<file path="config.mk">
export PLATFORM = sky130hd
export DESIGN_NAME = arp_table_learner_flat
export DESIGN_NICKNAME = d
export VERILOG_FILES = /design/src/rtl/arp_table_learner_if.sv /design/src/rtl/arp_table_learner.sv /design/src/flat_wrapper.sv
export SDC_FILE = /design/constraint.sdc
export NUM_CORES = 1
export LEC_CHECK = 0
export CORE_MARGIN = 4
export CORE_UTILIZATION = 30
export CTS_CLUSTER_DIAMETER = 50
export CTS_CLUSTER_SIZE = 14
export DETAILED_ROUTE_END_ITERATION = 10
export PLACE_DENSITY_LB_ADDON = 0.1
export SYNTH_ARGS = -nofsm -noshare
export SYNTH_HDL_FRONTEND = slang
export SYNTH_SLANG_ARGS = --single-unit
export TNS_END_PERCENT = 10
</file>
<file path="constraint.sdc">
create_clock -name clk -period 2.3 [get_ports clk]
set_input_delay 0.23 -clock clk [delete_from_list [all_inputs] [get_ports clk]]
set_output_delay 0.23 -clock clk [all_outputs]
set_load 0.05 [all_outputs]
</file>
<file path="src/rtl/arp_table_learner_if.sv">
// ---------------------------------------------------------------------------
// arp_table_learner_if: learn-side and ARP table rd/wr req/ack signal bundle
// Rev 1.0
// ---------------------------------------------------------------------------
`default_nettype none

interface arp_table_learner_if #(
   parameter int ADDR_W = 5
);
   logic              learn_req;
   logic [31:0]       learn_ip;
   logic [47:0]       learn_mac;
   logic              learn_busy;
   logic              learn_done;
   logic              learn_hit;
   logic              learn_evict;
   logic              learn_err;
   logic [ADDR_W-1:0] learn_index;

   logic              table_rd_req;
   logic              table_rd_ack;
   logic [ADDR_W-1:0] table_rd_addr;
   logic [95:0]       table_rd_data;
   logic              table_wr_req;
   logic              table_wr_ack;
   logic [ADDR_W-1:0] table_wr_addr;
   logic [95:0]       table_wr_data;

   modport master (
      input  learn_req, learn_ip, learn_mac,
      output learn_busy, learn_done, learn_hit, learn_evict, learn_err, learn_index,
      output table_rd_req, table_rd_addr,
      input  table_rd_ack, table_rd_data,
      output table_wr_req, table_wr_addr, table_wr_data,
      input  table_wr_ack
   );

   modport slave (
      output learn_req, learn_ip, learn_mac,
      input  learn_busy, learn_done, learn_hit, learn_evict, learn_err, learn_index,
      input  table_rd_req, table_rd_addr,
      output table_rd_ack, table_rd_data,
      input  table_wr_req, table_wr_addr, table_wr_data,
      output table_wr_ack
   );
endinterface

`default_nettype wire

</file>
<file path="src/rtl/arp_table_learner.sv">
// ---------------------------------------------------------------------------
// arp_table_learner: scans the ARP table and inserts learned IP/MAC bindings
// Rev 1.0
// ---------------------------------------------------------------------------
`default_nettype none

module arp_table_learner #(
   parameter int NUM_ENTRIES = 32,
   parameter int ADDR_W      = 5,
   parameter int ACK_TIMEOUT = 255
) (
   input  logic               clk,
   input  logic               reset,
   arp_table_learner_if.master bus
);

   localparam int                TCNT_W     = $clog2(ACK_TIMEOUT + 1);
   localparam logic [TCNT_W-1:0] TCNT_LAST  = TCNT_W'(ACK_TIMEOUT - 1);
   localparam logic [ADDR_W-1:0] LAST_IDX   = ADDR_W'(NUM_ENTRIES - 1);

   typedef enum logic [2:0] {
      S_IDLE   = 3'd0,
      S_RD     = 3'd1,
      S_RD_GAP = 3'd2,
      S_WR_GAP = 3'd3,
      S_WR     = 3'd4,
      S_DONE   = 3'd5
   } state_t;

   state_t              state, state_n;
   logic [31:0]         ip_q, ip_n;
   logic [47:0]         mac_q, mac_n;
   logic [ADDR_W-1:0]   idx, idx_n;
   logic                free_found, free_found_n;
   logic [ADDR_W-1:0]   free_idx, free_idx_n;
   logic [ADDR_W-1:0]   target, target_n;
   logic                hit, hit_n;
   logic                evict, evict_n;
   logic                err, err_n;
   logic [ADDR_W-1:0]   repl_ptr, repl_ptr_n;
   logic [TCNT_W-1:0]   tcnt, tcnt_n;
   logic                scan_found;
   logic [ADDR_W-1:0]   scan_idx;
   logic                timed_out;
   logic                unused_rd_hi;

   always_ff @(posedge clk) begin
      if (reset) begin
         state      <= S_IDLE;
         ip_q       <= '0;
         mac_q      <= '0;
         idx        <= '0;
         free_found <= 1'b0;
         free_idx   <= '0;
         target     <= '0;
         hit        <= 1'b0;
         evict      <= 1'b0;
         err        <= 1'b0;
         repl_ptr   <= '0;
         tcnt       <= '0;
      end else begin
         state      <= state_n;
         ip_q       <= ip_n;
         mac_q      <= mac_n;
         idx        <= idx_n;
         free_found <= free_found_n;
         free_idx   <= free_idx_n;
         target     <= target_n;
         hit        <= hit_n;
         evict      <= evict_n;
         err        <= err_n;
         repl_ptr   <= repl_ptr_n;
         tcnt       <= tcnt_n;
      end
   end

   always_comb begin
      state_n      = state;
      ip_n         = ip_q;
      mac_n        = mac_q;
      idx_n        = idx;
      free_found_n = free_found;
      free_idx_n   = free_idx;
      target_n     = target;
      hit_n        = hit;
      evict_n      = evict;
      err_n        = err;
      repl_ptr_n   = repl_ptr;
      tcnt_n       = tcnt;
      scan_found   = free_found;
      scan_idx     = free_idx;
      timed_out    = (tcnt == TCNT_LAST);

      case (state)
         S_IDLE: begin
            if (bus.learn_req) begin
               ip_n         = bus.learn_ip;
               mac_n        = bus.learn_mac;
               idx_n        = '0;
               free_found_n = 1'b0;
               target_n     = '0;
               hit_n        = 1'b0;
               evict_n      = 1'b0;
               tcnt_n       = '0;
               // IP 0 is the empty-slot marker, so it can never be stored
               if (bus.learn_ip == 32'd0) begin
                  err_n   = 1'b1;
                  state_n = S_DONE;
               end else begin
                  err_n   = 1'b0;
                  state_n = S_RD;
               end
            end
         end

         S_RD: begin
            if (bus.table_rd_ack) begin
               tcnt_n = '0;
               if (bus.table_rd_data[31:0] == ip_q) begin
                  target_n = idx;
                  hit_n    = 1'b1;
                  state_n  = S_WR_GAP;
               end else begin
                  if (bus.table_rd_data[31:0] == 32'd0 && !free_found) begin
                     scan_found = 1'b1;
                     scan_idx   = idx;
                  end
                  free_found_n = scan_found;
                  free_idx_n   = scan_idx;
                  if (idx == LAST_IDX) begin
                     target_n = scan_found ? scan_idx : repl_ptr;
                     evict_n  = !scan_found;
                     state_n  = S_WR_GAP;
                  end else begin
                     idx_n   = idx + 1'b1;
                     state_n = S_RD_GAP;
                  end
               end
            end else if (timed_out) begin
               err_n   = 1'b1;
               state_n = S_DONE;
            end else begin
               tcnt_n = tcnt + 1'b1;
            end
         end

         // Gap states give the mandatory idle cycle between requests
         S_RD_GAP: begin
            tcnt_n  = '0;
            state_n = S_RD;
         end

         S_WR_GAP: begin
            tcnt_n  = '0;
            state_n = S_WR;
         end

         S_WR: begin
            if (bus.table_wr_ack) begin
               tcnt_n = '0;
               if (evict)
                  repl_ptr_n = (repl_ptr == LAST_IDX) ? '0 : repl_ptr + 1'b1;
               state_n = S_DONE;
            end else if (timed_out) begin
               hit_n   = 1'b0;
               evict_n = 1'b0;
               err_n   = 1'b1;
               state_n = S_DONE;
            end else begin
               tcnt_n = tcnt + 1'b1;
            end
         end

         S_DONE: begin
            tcnt_n  = '0;
            state_n = S_IDLE;
         end

         default: state_n = S_IDLE;
      endcase
   end

   assign bus.table_rd_req  = (state == S_RD);
   assign bus.table_rd_addr = idx;
   assign bus.table_wr_req  = (state == S_WR);
   assign bus.table_wr_addr = target;
   assign bus.table_wr_data = {16'h0000, mac_q, ip_q};

   assign bus.learn_busy  = (state != S_IDLE);
   assign bus.learn_done  = (state == S_DONE);
   assign bus.learn_hit   = hit;
   assign bus.learn_evict = evict;
   assign bus.learn_err   = err;
   assign bus.learn_index = target;

   assign unused_rd_hi = ^bus.table_rd_data[95:32];

endmodule

`default_nettype wire

</file>
<file path="src/flat_wrapper.sv">
// flat-port wrapper written by rule: the top's interface ports become plain ports
module arp_table_learner_flat 
#(
   parameter int NUM_ENTRIES = 32,
   parameter int ADDR_W      = 5,
   parameter int ACK_TIMEOUT = 255
)
  (clk, reset, bus_learn_req, bus_learn_ip, bus_learn_mac, bus_learn_busy, bus_learn_done, bus_learn_hit, bus_learn_evict, bus_learn_err, bus_learn_index, bus_table_rd_req, bus_table_rd_addr, bus_table_rd_ack, bus_table_rd_data, bus_table_wr_req, bus_table_wr_addr, bus_table_wr_data, bus_table_wr_ack);
  arp_table_learner_if #(.ADDR_W(ADDR_W)) bus_i ();
  input  logic clk;
  input  logic reset;
  input wire logic [$bits(bus_i.learn_req)-1:0] bus_learn_req;
  input wire logic [$bits(bus_i.learn_ip)-1:0] bus_learn_ip;
  input wire logic [$bits(bus_i.learn_mac)-1:0] bus_learn_mac;
  output wire logic [$bits(bus_i.learn_busy)-1:0] bus_learn_busy;
  output wire logic [$bits(bus_i.learn_done)-1:0] bus_learn_done;
  output wire logic [$bits(bus_i.learn_hit)-1:0] bus_learn_hit;
  output wire logic [$bits(bus_i.learn_evict)-1:0] bus_learn_evict;
  output wire logic [$bits(bus_i.learn_err)-1:0] bus_learn_err;
  output wire logic [$bits(bus_i.learn_index)-1:0] bus_learn_index;
  output wire logic [$bits(bus_i.table_rd_req)-1:0] bus_table_rd_req;
  output wire logic [$bits(bus_i.table_rd_addr)-1:0] bus_table_rd_addr;
  input wire logic [$bits(bus_i.table_rd_ack)-1:0] bus_table_rd_ack;
  input wire logic [$bits(bus_i.table_rd_data)-1:0] bus_table_rd_data;
  output wire logic [$bits(bus_i.table_wr_req)-1:0] bus_table_wr_req;
  output wire logic [$bits(bus_i.table_wr_addr)-1:0] bus_table_wr_addr;
  output wire logic [$bits(bus_i.table_wr_data)-1:0] bus_table_wr_data;
  input wire logic [$bits(bus_i.table_wr_ack)-1:0] bus_table_wr_ack;
  assign bus_i.learn_req = bus_learn_req;
  assign bus_i.learn_ip = bus_learn_ip;
  assign bus_i.learn_mac = bus_learn_mac;
  assign bus_learn_busy = bus_i.learn_busy;
  assign bus_learn_done = bus_i.learn_done;
  assign bus_learn_hit = bus_i.learn_hit;
  assign bus_learn_evict = bus_i.learn_evict;
  assign bus_learn_err = bus_i.learn_err;
  assign bus_learn_index = bus_i.learn_index;
  assign bus_table_rd_req = bus_i.table_rd_req;
  assign bus_table_rd_addr = bus_i.table_rd_addr;
  assign bus_i.table_rd_ack = bus_table_rd_ack;
  assign bus_i.table_rd_data = bus_table_rd_data;
  assign bus_table_wr_req = bus_i.table_wr_req;
  assign bus_table_wr_addr = bus_i.table_wr_addr;
  assign bus_table_wr_data = bus_i.table_wr_data;
  assign bus_i.table_wr_ack = bus_table_wr_ack;
  arp_table_learner #(.NUM_ENTRIES(NUM_ENTRIES), .ADDR_W(ADDR_W), .ACK_TIMEOUT(ACK_TIMEOUT)) u_core (.clk(clk), .reset(reset), .bus(bus_i));
endmodule
</file>
Yosys cells after proc, flatten, opt, wreduce, memory -nomap -nowiden
Cells that the tools add are included.
- bits in registers: 115
- input bits: 181
- logic and storage cells: 104
- add/sub/neg operators: 3
- equal/unequal tests: 19
- multiplexer cells: 48
- bitwise operators: 1
- reduce and logical (&&, ||, !) cells: 21
- operators with widths (operator ; count):
    $logic_not 32->1 ; 2
    $mux 5 ; 10
    $eq 32x32->1 ; 1
    $mux 8 ; 4
    $pmux 8 s4 ; 1
    $mux 1 ; 20
    $pmux 5 s2 ; 2
    $mux 3 ; 6
    $pmux 3 s5 ; 1
    $reduce_and 4->1 ; 3
    $add 5x1->5 const B ; 2
    $eq 5x5->1 const B ; 2
    $ne 2x2->1 const B ; 5
    $pmux 1 s3 ; 3
    $add 8x1->8 const B ; 1
    $eq 8x8->1 const B ; 1
    $ne 2x1->1 const B ; 4
    $reduce_and 7->1 ; 1
    $eq 3x2->1 const B ; 2
    $eq 3x3->1 const B ; 2
    $reduce_and 3->1 ; 2
    $reduce_and 6->1 ; 1
    $reduce_bool 3->1 ; 2
    $reduce_and 5->1 ; 1
    other kinds (11) ; 13

Depth between registers and ports, before layout
Gate-level depths: netlist (run 1).
- depth after elaboration: 11
- depth in mapped cells: 8
- mapped depth without buffers: 7

Least setup slack after synthesis (run 1)
Ideal clock, no wire load.
- path type: register to register
- start: register u_core.state[2]
- end: register u_core.free_idx[0]
- library setup time: 128 ps
- arrival time: 2296 ps
- setup slack: -124 ps
- stages on the path, launching flop included: 8
- path buffers: 1
- clock period less this slack: 2424 ps
- path through: dfxtp_1 -> or3b_2 -> clkbuf_1 -> inv_1 -> nand2_1 -> a2111oi_4 -> mux2i_1 -> nor2_1
- word-level cells in the longest chain between the ends: 2
- RTL lines (what ; RTL line ; RTL):
    start, declared ; arp_table_learner.sv:30 ; state_t state, state_n;
    start signal, assigned ; arp_table_learner.sv:62 ; state <= state_n;
    $eq 3x1->1 ; n/a ;
    via bus_table_rd_req ; flat_wrapper.sv:21 ; output wire logic [$bits(bus_i.table_rd_req)-1:0] bus_table_rd_req;
    $reduce_and 3->1 (no line) ; n/a ;
    end signal, assigned ; arp_table_learner.sv:67 ; free_idx <= free_idx_n;
    end, declared ; arp_table_learner.sv:35 ; logic [ADDR_W-1:0] free_idx, free_idx_n;
The timed path passes the listed nets, and every way through them passes these cells.
A chain may end at the register's enable or synchronous reset.

Worst setup path after layout (run 1)
- start: input port bus_table_rd_data[16]
- end: register u_core.target[0] (netlist: u_core.bus.learn_index[0])
- word-level cells in the longest chain between the ends: 11
- RTL lines (what ; RTL line ; RTL):
    start, declared ; flat_wrapper.sv:24 ; input wire logic [$bits(bus_i.table_rd_data)-1:0] bus_table_rd_data;
    $logic_not 32->1 ; arp_table_learner.sv:124 ; if (bus.table_rd_data[31:0] == 32'd0 && !free_found) begin
    $logic_and 1x1->1 ; arp_table_learner.sv:124 ;
    $mux 1 ; arp_table_learner.sv:124 ;
    $mux 1 ; arp_table_learner.sv:119 ; if (bus.table_rd_data[31:0] == ip_q) begin
    $mux 1 ; arp_table_learner.sv:117 ; if (bus.table_rd_ack) begin
    $mux 1 ; arp_table_learner.sv:94 ; case (state)
    $mux 5 ; arp_table_learner.sv:131 ; target_n = scan_found ? scan_idx : repl_ptr;
    $mux 5 ; arp_table_learner.sv:130 ; if (idx == LAST_IDX) begin
    $mux 5 ; arp_table_learner.sv:119 ;
    $mux 5 ; arp_table_learner.sv:117 ;
    $pmux 5 s2 ; arp_table_learner.sv:94 ;
    end signal, assigned ; arp_table_learner.sv:68 ; target <= target_n;
    end, declared ; arp_table_learner.sv:36 ; logic [ADDR_W-1:0] target, target_n;
Several ways; a longest one is shown, not always the timed one. The select of a mux whose other input is x is not followed.

==> run summary, run 1 <==
• 4.87 — vias per inst
• 726 nW/um^2 — cell area power density
• 8020 um^2 — total placed instance area
• finished clean — status
• 0 — DRC violation count after routing
• 20000 um^2 — Die Area
• 141 um — DIE HEIGHT
• 5 — count of TritonRoute iterations in the first routing pass
• 1684 — filler cell count
• 299 — I/O Pins
• 7.84 um^2 — synthesized area divided by synthesized cell count
• 1167 — fin cells
• 2 — Clock Tree Buf Depth
• 0 — final-report hold violation count
• 49 — Cell variety after synth
• 0.42 ns — insertion delay to the later sink of the worst-skew pair
• or4_4 — Critical-path top delay cell
• 0 — count of nets left with antenna violations after detail routing
• clkdlybuf4s50_1 (209), nand2_1 (179), dfxtp_1 (115) — leading cell types in the layout, fill and taps excluded
• 0.837 — final weighted congestion in routability-driven placement
• 19300 um — Routed Wire Length
• dfxtp_1 — cell taking the most area after synthesis
• clkdlybuf4s50_1 -> nor4_2 -> nand2_1 -> or4_4 -> and3b_1 -> a2111oi_1 -> nor3_1 — CP cell instances
• 48 — num rows
• 95.5% — Period Utilization, post-route
• 8710 um^2 — cell area after layout
• 0 — number of inserted diodes
• 0.104 ns — worst-case setup margin in the final layout
• in2reg — kind of path behind the tightest hold check
• -0.604 ns — pre-CTS setup slack
• 3.29 nW — static power due to leakage
• false — unrepaired setup endpoints after global routing
• 0.60 ns — Largest stage delay, worst path
• 681 — Cells after Synth
• 61.5% — headroom to the max-slew limit
• 0 ns — total negative slack for setup checks
• clkdlybuf4s50_1 — most frequent standard cell in the layout excluding fill and tap cells
• in2reg — critical path type
• 0 — overall overflow remaining after global route
• 0% — Synth async-reset ratio
• 1 — buffers and inverters on the worst path
• 2.58 ns — required time of the critical path
• 17400 um^2 — core region area
• flop — critical path capture point type
• 222 — initial drt markers
• 0 — Final Max Tran Viols
• 16.6 um — detail-routed net length per standard cell
• 0 — Final Setup Violations
• 0.06 ns — Clk pin slew, worst setup/hold paths
• 6.32 mW — Final Total Pwr
• 12.0% — share of cells above drive strength 1
• 218 — Port Buffers
• 4 — maximum level of the CTS H-tree
• 0.208 ns — Hold Slack
• 0.576 ns — transition time at the pin with the least slew margin
• 43.1% — sequential cell area fraction in the yosys report
• 5664 — vias in the first global route
• 8 — maximum fanout along the worst path
• 50.2% — final core utilization
• 0.00867 ns — Worst Skew
• 63.1% — signed area change from the synthesized netlist to the final layout
• dfxtp_1 — most used flip-flop cell after synthesis
• 43.1% — share of the synthesized area in the top cell type
• clkbuf_16 — cell at the root of the clock tree
• 30000 um — wire length of the first global-routing pass
• input port — category of the worst setup path launch point
• simple AND/OR/NAND/NOR gates — top cell family by delay on the critical path
• 5340 um^2 — Synth Cell Area
• dfxtp_1 (43%), nand2_1 (13%), a21oi_1 (10%), xnor2_1 (5.4%), buf_4 (3.0%) — largest cells by area after synthesis
• 0 — max-cap viol count
• 14700 um — estimated wirelength of the detail-placed design
• 2.47 ns — critical path arrival
• 0 — number of flops mapped to enable cells by yosys
• 0 — count of synthesis-stage warnings from yosys
• 1116 — number of nets in the finished design
• 5687 — Vias
• 2.20 ns — Final min period
• 115 — flip-flop and latch count after synthesis
• 115 — clock net sink count
• 141 um — Die Width
• 0.651 mV — largest vdd supply drop
• built — CTS tree
• 455 MHz — Peak Freq
• 19.1% — total global-route track usage
• 89 — maximum number of pins on one net before global-route repair
• 17 — cts bufs inserted
• 0 — number of antenna violations at the first check in global routing
• 1134 — post-placement cell count
• 30.8% — starting density of the core
==> layer usage <==
layer | GRT usage (%) | up-vias | share of wire, %
met3 | 7.52 | 35 | 9.1
met2 | 32.2 | 205 | 48
met1 | 21.8 | 2626 | 41
met4 | 7.12 | 0 | 2.6
li1 | - | 2821 | -
met5 | 0 | - | 0
==> worst paths after layout <==
| kind | slack, ns | startpoint | endpoint | cells past startpoint |
|---|---|---|---|---|
| max reg2reg | 0.13 | u_core.ip_q[28] | u_core.bus.learn_index[0] | 7 |
| min | 0.21 | reset | u_core.ip_q[16] | 2 |
| max | 0.10 | bus_table_rd_data[16] | u_core.bus.learn_index[0] | 7 |
| min reg2reg | 0.45 | u_core.mac_q[13] | u_core.mac_q[13] | 2 |
==> power breakdown <==
group	internal (mW)	switching, mW
clock network	1.66	1.04
registers	2.10	0.0811
logic	0.570	0.871
total	4.33	1.99
==> worst reg2reg max path, stage by stage (launching register included) <==
cell       delay, ns
dfxtp_1         0.33
xnor2_1         0.27
nand4_1         0.18
or4_1           0.56
o211ai_1        0.29
buf_4           0.18
a2111oi_1       0.07
nor3_1          0.22
==> logic make-up (layout without fill, tap and decap cells) <==
family,Yosys count,after routing,synth area share (%)
compound gates,153,153,16.5
fa+ha+maj,6,6,1.41
flops,115,115,43.1
mux,9,9,1.69
buf+inv,67,313,6.21
xor+xnor,33,33,5.41
other cells,1,16,0.0702
simple gates,297,297,25.6
==> cells in the mapped netlist, types with 5 or more instances <==
| cell type | number |
|---|---|
| xnor2_1 | 33 |
| nor3b_1 | 6 |
| nand3_1 | 5 |
| clkbuf_1 | 38 |
| nand2b_1 | 7 |
| mux2i_1 | 9 |
| o21ai_0 | 11 |
| nor3_1 | 12 |
| a2111oi_0 | 5 |
| inv_1 | 5 |
| nor4_1 | 24 |
| a21oi_1 | 110 |
| and3b_1 | 7 |
| ha_1 | 6 |
| nor2_1 | 28 |
| nand4_1 | 12 |
| nand2_1 | 180 |
| buf_4 | 21 |
| dfxtp_1 | 115 |
==> area by class of cell <==
cell class	count	area [um^2]	area share (%)
well taps	225	282	3.23
clock inverters	14	168	1.92
flip-flops and latches	115	2300	26.4
inverters	5	18.8	0.215
clock buffers	18	439	5.04
repair buffers	276	2670	30.6
multi-input cells	514	2840	32.5
==> flip-flops by register name, summed over array words and instances, names as in the netlist <==
| name | cells |
|---|---|
| u_core.bus.learn_hit | 1 |
| u_core.state | 3 |
| u_core.ip_q | 32 |
| u_core.bus.learn_evict | 1 |
| u_core.bus.learn_index | 5 |
| u_core.mac_q | 48 |
| u_core.bus.learn_err | 1 |
| u_core.free_found | 1 |
| u_core.tcnt | 8 |
| u_core.free_idx | 5 |
| u_core.repl_ptr | 5 |
| u_core.bus.table_rd_addr | 5 |
==> repair_timing <==
action                                  CTS  global route
gates resized for setup                   5            13
endpoints found under the setup margin   11            10
hold buffers                              0             0
pin swaps                                 2             4
buffers inserted                          0             1
(Power assumes the default switching activity.)
==> inputs of run 2 (changes only) <==
--- a/config.mk
+++ b/config.mk
@@ -5,8 +5,9 @@
 export SDC_FILE = /design/constraint.sdc
 export NUM_CORES = 1
 export LEC_CHECK = 0
+export ABC_AREA = 0
 export CORE_MARGIN = 4
-export CORE_UTILIZATION = 30
+export CORE_UTILIZATION = 39
 export CTS_CLUSTER_DIAMETER = 50
 export CTS_CLUSTER_SIZE = 14
 export DETAILED_ROUTE_END_ITERATION = 10
==> constraint.sdc (replaced) <==
create_clock -name clk -period 2.35 [get_ports clk]
set_input_delay 0.235 -clock clk [delete_from_list [all_inputs] [get_ports clk]]
set_output_delay 0.235 -clock clk [all_outputs]
set_load 0.05 [all_outputs]
==> run summary, run 2 (synthesized netlist as in run 1, its figures left out) <==
• clkbuf_16 — cell at the root of the clock tree
• input port — category of the worst setup path launch point
• 218 — Port Buffers
• in2reg — critical path type
• flop — critical path capture point type
• 5.17 — vias per inst
• 82 — maximum number of pins on one net before global-route repair
• 7 — R2R cell count
• 0 — number of antenna violations at the first check in global routing
• 503 — initial drt markers
• 2 — buffers and inverters on the worst path
• 0.883 — final weighted congestion in routability-driven placement
• met2 — most used routing layer
• simple AND/OR/NAND/NOR gates — top cell family by delay on the critical path
• 0 — number of inserted diodes
• finished clean — status
• 10.8% — share of cells above drive strength 1
• 37.7% — global routing met2 resource utilization
• u_core.repl_ptr[4] — Worst Hold Path EP
• or4_4 — Critical-path top delay cell
• 22.8% — total global-route track usage
• -0.408 ns — pre-CTS setup slack
• 4 — count of TritonRoute iterations in the first routing pass
• 62.0% — signed area change from the synthesized netlist to the final layout
• reset — Min-Delay Startpoint
• clkdlybuf4s50_1 — most frequent standard cell in the layout excluding fill and tap cells
• 25.9% — met1 layer usage reported by global route
• 1149 — filler cell count
• 0.0116 ns — Worst Skew
• 0.0319 ns — worst-case setup margin in the final layout
• clkdlybuf4s50_1 -> nor4_2 -> nand2_1 -> or4_4 -> buf_12 -> and3b_1 -> a2111oi_1 -> nor3_1 — CP cell instances
• true — unrepaired setup endpoints after global routing
• 125 um — Die Width
• 0 — Final Max Tran Viols
• 12 — maximum fanout along the worst path
• clkdlybuf4s50_1 (213), nand2_1 (179), dfxtp_1 (115) — leading cell types in the layout, fill and taps excluded
• u_core.ip_q[6] — beginning of the worst register-to-register path
• 0.41 ns — insertion delay to the later sink of the worst-skew pair
• 7960 um^2 — total placed instance area
• 5774 — Vias
• 56.2% — headroom to the max-slew limit
• 0 — # Post-CTS Setup Buffers
• 98.6% — Period Utilization, post-route
• 0.06 ns — Clk pin slew, worst setup/hold paths
• 115 — clock net sink count
• 15600 um^2 — Die Area
• 8650 um^2 — cell area after layout
• 0 — count of nets left with antenna violations after detail routing
• 0 — Final Setup Violations
• 2.61 ns — critical path arrival
• 0 — final-report hold violation count
• 431 MHz — Peak Freq
• 17 — cts bufs inserted
• 48 — max reg flops
• 0 — DRC violation count after routing
• 0.656 ns — transition time at the pin with the least slew margin
• 1115 — number of nets in the finished design
• 0.14 ns — minimum setup slack among reg-to-reg paths
• 13300 um^2 — core region area
• 11.1% — routing usage on met3
• 18600 um — Routed Wire Length
• 2.32 ns — Final min period
• 0.476 mV — largest vdd supply drop
• 5617 — vias in the first global route
• 4 — maximum level of the CTS H-tree
• 28700 um — wire length of the first global-routing pass
• 2.64 ns — required time of the critical path
• built — CTS tree
• in2reg — kind of path behind the tightest hold check
• 299 — I/O Pins
• 42 — num rows
• 737 nW/um^2 — cell area power density
• u_core.bus.table_rd_addr[4] — destination of the worst register-to-register timing path
• 0 — overall overflow remaining after global route
• 16.6 um — detail-routed net length per standard cell
• 40.0% — starting density of the core
• 2 — Clock Tree Buf Depth
• 0.59 ns — Largest stage delay, worst path
• 0 — max-cap viol count
• 2 — Worst Hold Path Cells
• u_core.mac_q (48), u_core.ip_q (32), u_core.tcnt (8) — Largest regs
• 13700 um — estimated wirelength of the detail-placed design
• u_core.mac_q — register bank with the most flops
• 125 um — DIE HEIGHT
• 3.28 nW — static power due to leakage
-- run 2: what timing repair did --
action	4_1_cts	5_1_grt
resized for setup	0	12
setup endpoints to repair	0	12
hold buffers	0	0
-- run 2: power by group --
part	switching (mW)	internal (mW)	total, mW
clock	0.882	1.96	2.84
sequential	0.0803	2.06	2.14
combinational	0.845	0.554	1.40
total	1.81	4.57	6.38
-- run 2: how the worst max path moves through the flow --
stage	start	end	slack, ns	depth (start not counted)
6_report	bus_table_rd_data[17]	u_core.bus.learn_index[0]	0.03	8
5_1_grt	bus_table_rd_data[17]	u_core.free_idx[4]	-0.01	8
4_1_cts	bus_table_rd_data[29]	u_core.bus.learn_index[3]	0.008	9
3_5_place_dp	bus_table_rd_data[29]	u_core.bus.learn_index[3]	-0.41	9
3_3_place_gp	bus_table_rd_data[3]	u_core.bus.learn_index[2]	-0.34	9
2_1_floorplan	u_core.ip_q[3]	u_core.bus.table_rd_addr[1]	-0.04	6
-- run 2: per-layer routing --
metal  part of all wire (%)  up-vias
li1                       -     2814
met1                     40     2707
met2                     48      232
met3                     10       21
met4                    1.2        0
met5                      0        -
-- run 2: cell type report --
cell class | instances | area [um^2] | area share [%]
tap | 176 | 220 | 2.55
clock inverter | 9 | 175 | 2.02
timing repair buffer | 275 | 2660 | 30.8
clock buffer | 23 | 478 | 5.52
sequential | 115 | 2300 | 26.6
multi-input combinational | 514 | 2800 | 32.3
inverter | 5 | 18.8 | 0.217
-- run 2: through the flow --
stage	TNS, ns	util [%]	std cells	power [mW]	hold slack, ns
finish	0	64.8	1117	6.38	0.230
CTS	0	64.5	1117	6.43	0.216
global placement	-3.75	59.7	1085	3.55	0.441
global route	-0.0174	64.8	1117	6.63	0.231
floorplan	-0.122	-	696	2.98	0.371
detailed placement	-4.34	59.7	1085	3.57	0.447
